$ cat src/rtl/fetch_stage.sv
// Instruction fetch stage: owns the PC, drives instruction memory and holds the
// IF/ID pipeline register, with stall (freeze) and branch redirect/flush.
module fetch_stage #(
  parameter int                  WORD_LEN = 32,
  parameter logic [WORD_LEN-1:0] RESET_PC = '0
) (
  input  logic                clk,
  input  logic                rst,
  input  logic                freeze,
  input  logic                br_taken,
  input  logic [WORD_LEN-1:0] br_base_pc,
  input  logic [WORD_LEN-1:0] br_offset,
  output logic [WORD_LEN-1:0] inst_addr,
  input  logic [WORD_LEN-1:0] inst_in,
  output logic [WORD_LEN-1:0] pc_out,
  output logic [WORD_LEN-1:0] instruction_out,
  output logic                valid_out,
  output logic [WORD_LEN-1:0] fetch_count,
  output logic                halted,
  output logic                fsm_state
);

  typedef enum logic {
    ST_RUN      = 1'b0,
    ST_REDIRECT = 1'b1
  } state_e;

  state_e              state_q, state_d;
  logic [WORD_LEN-1:0] pc_q, pc_d;
  logic [WORD_LEN-1:0] pc_out_q, pc_out_d;
  logic [WORD_LEN-1:0] inst_q, inst_d;
  logic                valid_q, valid_d;
  logic [WORD_LEN-1:0] count_q, count_d;
  logic                halted_q, halted_d;
  logic [WORD_LEN-1:0] br_target;
  logic [WORD_LEN-1:0] pc_plus4;

  // Redirect wins over freeze: the stalled instruction is on the wrong path anyway.
  always_comb begin
    br_target = br_base_pc + (br_offset << 2);
    pc_plus4  = pc_q + WORD_LEN'(4);
    state_d   = ST_RUN;
    pc_d      = pc_q;
    pc_out_d  = pc_out_q;
    inst_d    = inst_q;
    valid_d   = valid_q;
    count_d   = count_q;
    halted_d  = halted_q;
    if (br_taken) begin
      state_d  = ST_REDIRECT;
      pc_d     = br_target;
      pc_out_d = '0;
      inst_d   = '0;
      valid_d  = 1'b0;
      if (br_target == br_base_pc - WORD_LEN'(4)) begin
        halted_d = 1'b1;
      end
    end else if (!freeze) begin
      pc_d     = pc_plus4;
      pc_out_d = pc_plus4;
      inst_d   = inst_in;
      valid_d  = 1'b1;
      if (count_q != '1) begin
        count_d = count_q + WORD_LEN'(1);
      end
    end
  end

  always_ff @(posedge clk) begin
    if (rst) begin
      state_q  <= ST_RUN;
      pc_q     <= RESET_PC;
      pc_out_q <= '0;
      inst_q   <= '0;
      valid_q  <= 1'b0;
      count_q  <= '0;
      halted_q <= 1'b0;
    end else begin
      state_q  <= state_d;
      pc_q     <= pc_d;
      pc_out_q <= pc_out_d;
      inst_q   <= inst_d;
      valid_q  <= valid_d;
      count_q  <= count_d;
      halted_q <= halted_d;
    end
  end

  assign inst_addr       = pc_q;
  assign pc_out          = pc_out_q;
  assign instruction_out = inst_q;
  assign valid_out       = valid_q;
  assign fetch_count     = count_q;
  assign halted          = halted_q;
  assign fsm_state       = (state_q == ST_REDIRECT);

endmodule

$ cat config.mk
export PLATFORM = sky130hd
export DESIGN_NAME = fetch_stage
export DESIGN_NICKNAME = d
export VERILOG_FILES = /design/src/rtl/fetch_stage.sv
export SDC_FILE = /design/constraint.sdc
export NUM_CORES = 1
export LEC_CHECK = 0
export ABC_CLOCK_PERIOD_IN_PS = 4400
export BUFFER_PORTS_ARGS = -buffer_cell sky130_fd_sc_hd__buf_2
export CAP_MARGIN = 20
export CORE_MARGIN = 1
export CORE_UTILIZATION = 45
export DETAILED_ROUTE_END_ITERATION = 8
export HOLD_SLACK_MARGIN = 0.12
export PLACE_DENSITY = 0.72
export SLEW_MARGIN = 30
export SYNTH_ARGS = -nofsm -noshare
export SYNTH_HDL_FRONTEND = slang
export SYNTH_SLANG_ARGS = --single-unit
$ cat constraint.sdc
create_clock -name clk -period 4.4 [get_ports clk]
set_input_delay 0.22 -clock clk [delete_from_list [all_inputs] [get_ports clk]]
set_output_delay 0.22 -clock clk [all_outputs]
set_load 0.05 [all_outputs]
==> impl_metrics.yaml <==
global_route:
  grt_pass1_vias: 7668
  grt_antenna_before_repair: 0
  grt-ovfl-total: 0
  gr-usage-met2_pct: 41.3
  grt_pass1_wl_um: 39100
  met3_usage_pct: 4.61
  grt_usage_pct: 24.9
  grt_util_met1_pct: 31.7
  grt.busiest_layer: "met2"
  grt_max_degree: 64
clocking:
  path_clk_slew_ns: 0.06
  clk_path_buf_depth: 2
  cts.sinks: 131
  clock_latency_ns: 0.40
  postCtsSetupRepairBufs: 0
  cts_root_buffer: "clkbuf_16"
  cts_tree: "done"
  htree_levels: 4
  cts_buffers: 17
drt:
  wirelength_um: 24300
  via_per_inst: 5.40
  num_vias: 8218
  drt_pre_antenna_iters: 5
  drc_errors: 0
  wl_per_cell_um: 15.9
  first_iter_violations: 351
  final_antenna_net_count: 0
worst_setup_path:
  ff2ff_path_depth: 10
  required_ns: 4.72
  cp_top_family: "simple AND/OR/NAND/NOR gates"
  crit_path_end: "inst_addr[31]"
  crit_chain: "and3_1 -> nand4_1 -> nor4_2 -> nand3_1 -> nor2_1 -> nand3_1 -> nor3_1 -> xor2_1 -> nor2_1 -> a211oi_1"
  cp_max_fo: 9
  slowest_delay_ns: 0.51
  endpoint_kind: "flip-flop"
  slowest_stage: "nor4_2"
  cp_num_buf_inv: 0
  criticalPathCategory: "reg2reg"
  rrSetupSlack_ns: 1.35
  crit_arrival_ns: 3.37
  r2r-start: "inst_addr[6]"
  start_kind: "flip-flop"
  worstSetupStartpoint: "inst_addr[6]"
  cp.depth: 10
  reg2reg_to: "inst_addr[31]"
timing:
  rsz0062_at_grt: "false"
  layout_min_cycle_time_ns: 3.05
  max_slew_margin_pct: 44.9
  worst_slack_ns: 1.35
  worst_slew_pin_slew_ns: 0.823
  finalCritPeriodShare_pct: 69.4
  setup_tns_ns: 0
  hold_violations: 0
  fmax_mhz: 328
  setup_viol: 0
  skew_ns: 0.00678
  slew_violations: 0
floorplan:
  die_area_um2: 19500
  core_area_um2: 18300
  die_x_um: 140
  placementRows: 49
  io_pins: 231
  start_util_pct: 46.6
  die_h_um: 140
place:
  hpwl_um: 17900
  io_buffers: 228
  dpl_cell_area_um2: 9750
  dp_slack_ns: 1.00
  gp_congestion: 0.905
yosys:
  synthArstFlopShare_pct: 0
  synthCells: 1055
  synth-seq-cells: 131
  avgSynthCellArea_um2: 8.07
  synth_area_leaders: "dfxtp_1, nor2_1, xnor2_1, xor2_1, ha_1"
  synth.top_cell.area_share_pct: 30.8
  synth.distinct_cells: 69
  post-synth-top-area-cell: "dfxtp_1"
  syn_nets: 1188
  yosysWarnings: 0
  synth_ff_type: "dfxtp_1"
  synth-edff-count: 0
  ys_seq_area_share_pct: 30.8
  synth_area_um2: 8520
cells_and_area:
  fillers: 1635
  diodes: 0
  design_area_um2: 10700
  nets: 1415
  area_growth_pct: 25.9
  drive_gt1_share_pct: 21.5
power_and_ir_drop:
  pwr_density_cell_nw_per_um2: 349
  ir_worst_vdd_uv: 259
  leakagePower_uw: 0.00479
min_path:
  hold_path_depth: 2
  hold_path_class: "in2reg"
job:
  cap_violations: 0
status:
  status: "finished clean"
-- synthesized netlist by cell type (3+ instances only) --
| cell type | count |
|---|---|
| xnor3_1 | 6 |
| a221oi_1 | 3 |
| o2111ai_1 | 3 |
| a211oi_1 | 28 |
| xnor2_1 | 80 |
| nand2b_1 | 5 |
| ha_1 | 32 |
| xor2_1 | 78 |
| or4_1 | 5 |
| buf_1 | 9 |
| nand2_1 | 71 |
| nor4_1 | 12 |
| and2_1 | 9 |
| a221o_1 | 6 |
| mux2i_1 | 40 |
| or3_1 | 8 |
| o21a_1 | 10 |
| nand3_1 | 34 |
| clkbuf_1 | 47 |
| nor2b_1 | 4 |
| and4_1 | 10 |
| nor2_1 | 191 |
| and3_1 | 10 |
| a21o_1 | 16 |
| o21ai_0 | 23 |
| a21oi_1 | 61 |
| a31oi_1 | 5 |
| inv_1 | 16 |
| dfxtp_1 | 131 |
| o211ai_1 | 3 |
| nand4_1 | 24 |
| nor3_1 | 26 |
-- cell usage in the layout, fill, tap and decap left out, drive strengths merged, types with 15 or more instances in the layout --
cell / Yosys / final
nor4: 15 / 15
xnor2: 80 / 80
nor2: 191 / 191
a211oi: 28 / 28
o21ai: 24 / 24
nor3: 26 / 26
inv: 16 / 17
buf: 13 / 233
mux2i: 40 / 40
dlygate4sd3: 0 / 35
a21o: 16 / 16
nand4: 25 / 25
dfxtp: 131 / 131
ha: 32 / 32
nand2: 71 / 71
xor2: 78 / 78
clkbuf: 47 / 18
a21oi: 61 / 61
nand3: 34 / 34
-- state kept, by name, summed over array words and instances, names as in the netlist --
| signal | count |
|---|---|
| valid_out | 1 |
| inst_addr | 32 |
| fsm_state | 1 |
| instruction_out | 32 |
| fetch_count | 32 |
| halted | 1 |
| pc_out | 32 |
-- metrics by stage --
step / std cells / power [uW] / utilization, % / hold slack [ns]
after detailed placement: 1457 / 2240 / 53.4 / 0.434
after CTS: 1523 / 3750 / 58.7 / 0.168
final: 1523 / 3740 / 58.7 / 0.172
after global placement: 1457 / 2230 / 53.4 / 0.432
after global routing: 1523 / 3890 / 58.7 / 0.183
after floorplan: 1055 / 2000 / - / 0.364
-- where the power goes --
part | switching (uW) | internal, uW | total, uW
logic | 598 | 360 | 958
registers | 60.1 | 1240 | 1300
clock network | 522 | 960 | 1480
total | 1180 | 2560 | 3740
-- per-layer routing --
metal | vias up | wire length (um)
met5 | - | 0
met4 | 0 | 760
met3 | 42 | 1440
met2 | 262 | 11000
met1 | 3757 | 11000
li1 | 4157 | -
-- layout make-up --
class	count	area (um^2)	share of cell area (%)
inverters	17	63.8	0.595
flip-flops and latches	131	2620	24.5
clock buffers	18	439	4.10
repair buffers	268	1530	14.3
well taps	229	287	2.67
clock inverters	13	184	1.72
multi-input cells	847	5600	52.2
-- worst min path at each step --
stage / start / end / slack, ns
after floorplan: inst_in[0] / instruction_out[0] / 0.36
after global placement: pc_out[26] / pc_out[26] / 0.43
after detailed placement: pc_out[26] / pc_out[26] / 0.43
after CTS: rst / fsm_state / 0.17
after global routing: rst / fsm_state / 0.18
final: rst / fsm_state / 0.17
-- kinds of logic after synthesis --
group	Yosys count	synth area share (%)
buffers and inverters	77	3.51
flip-flops	131	30.8
AO/OA/AOI/OAI	183	14.2
XOR/XNOR	164	17.8
multiplexers	41	4.83
adder cells (fa/ha/maj)	33	4.94
AND/OR/NAND/NOR	426	23.9
-- timing repair --
item,CTS,global route
hold buffers,35,0
endpoints found under the hold margin,35,0
resized for setup,0,0
Note: power is estimated with default switching activity, not from simulation.
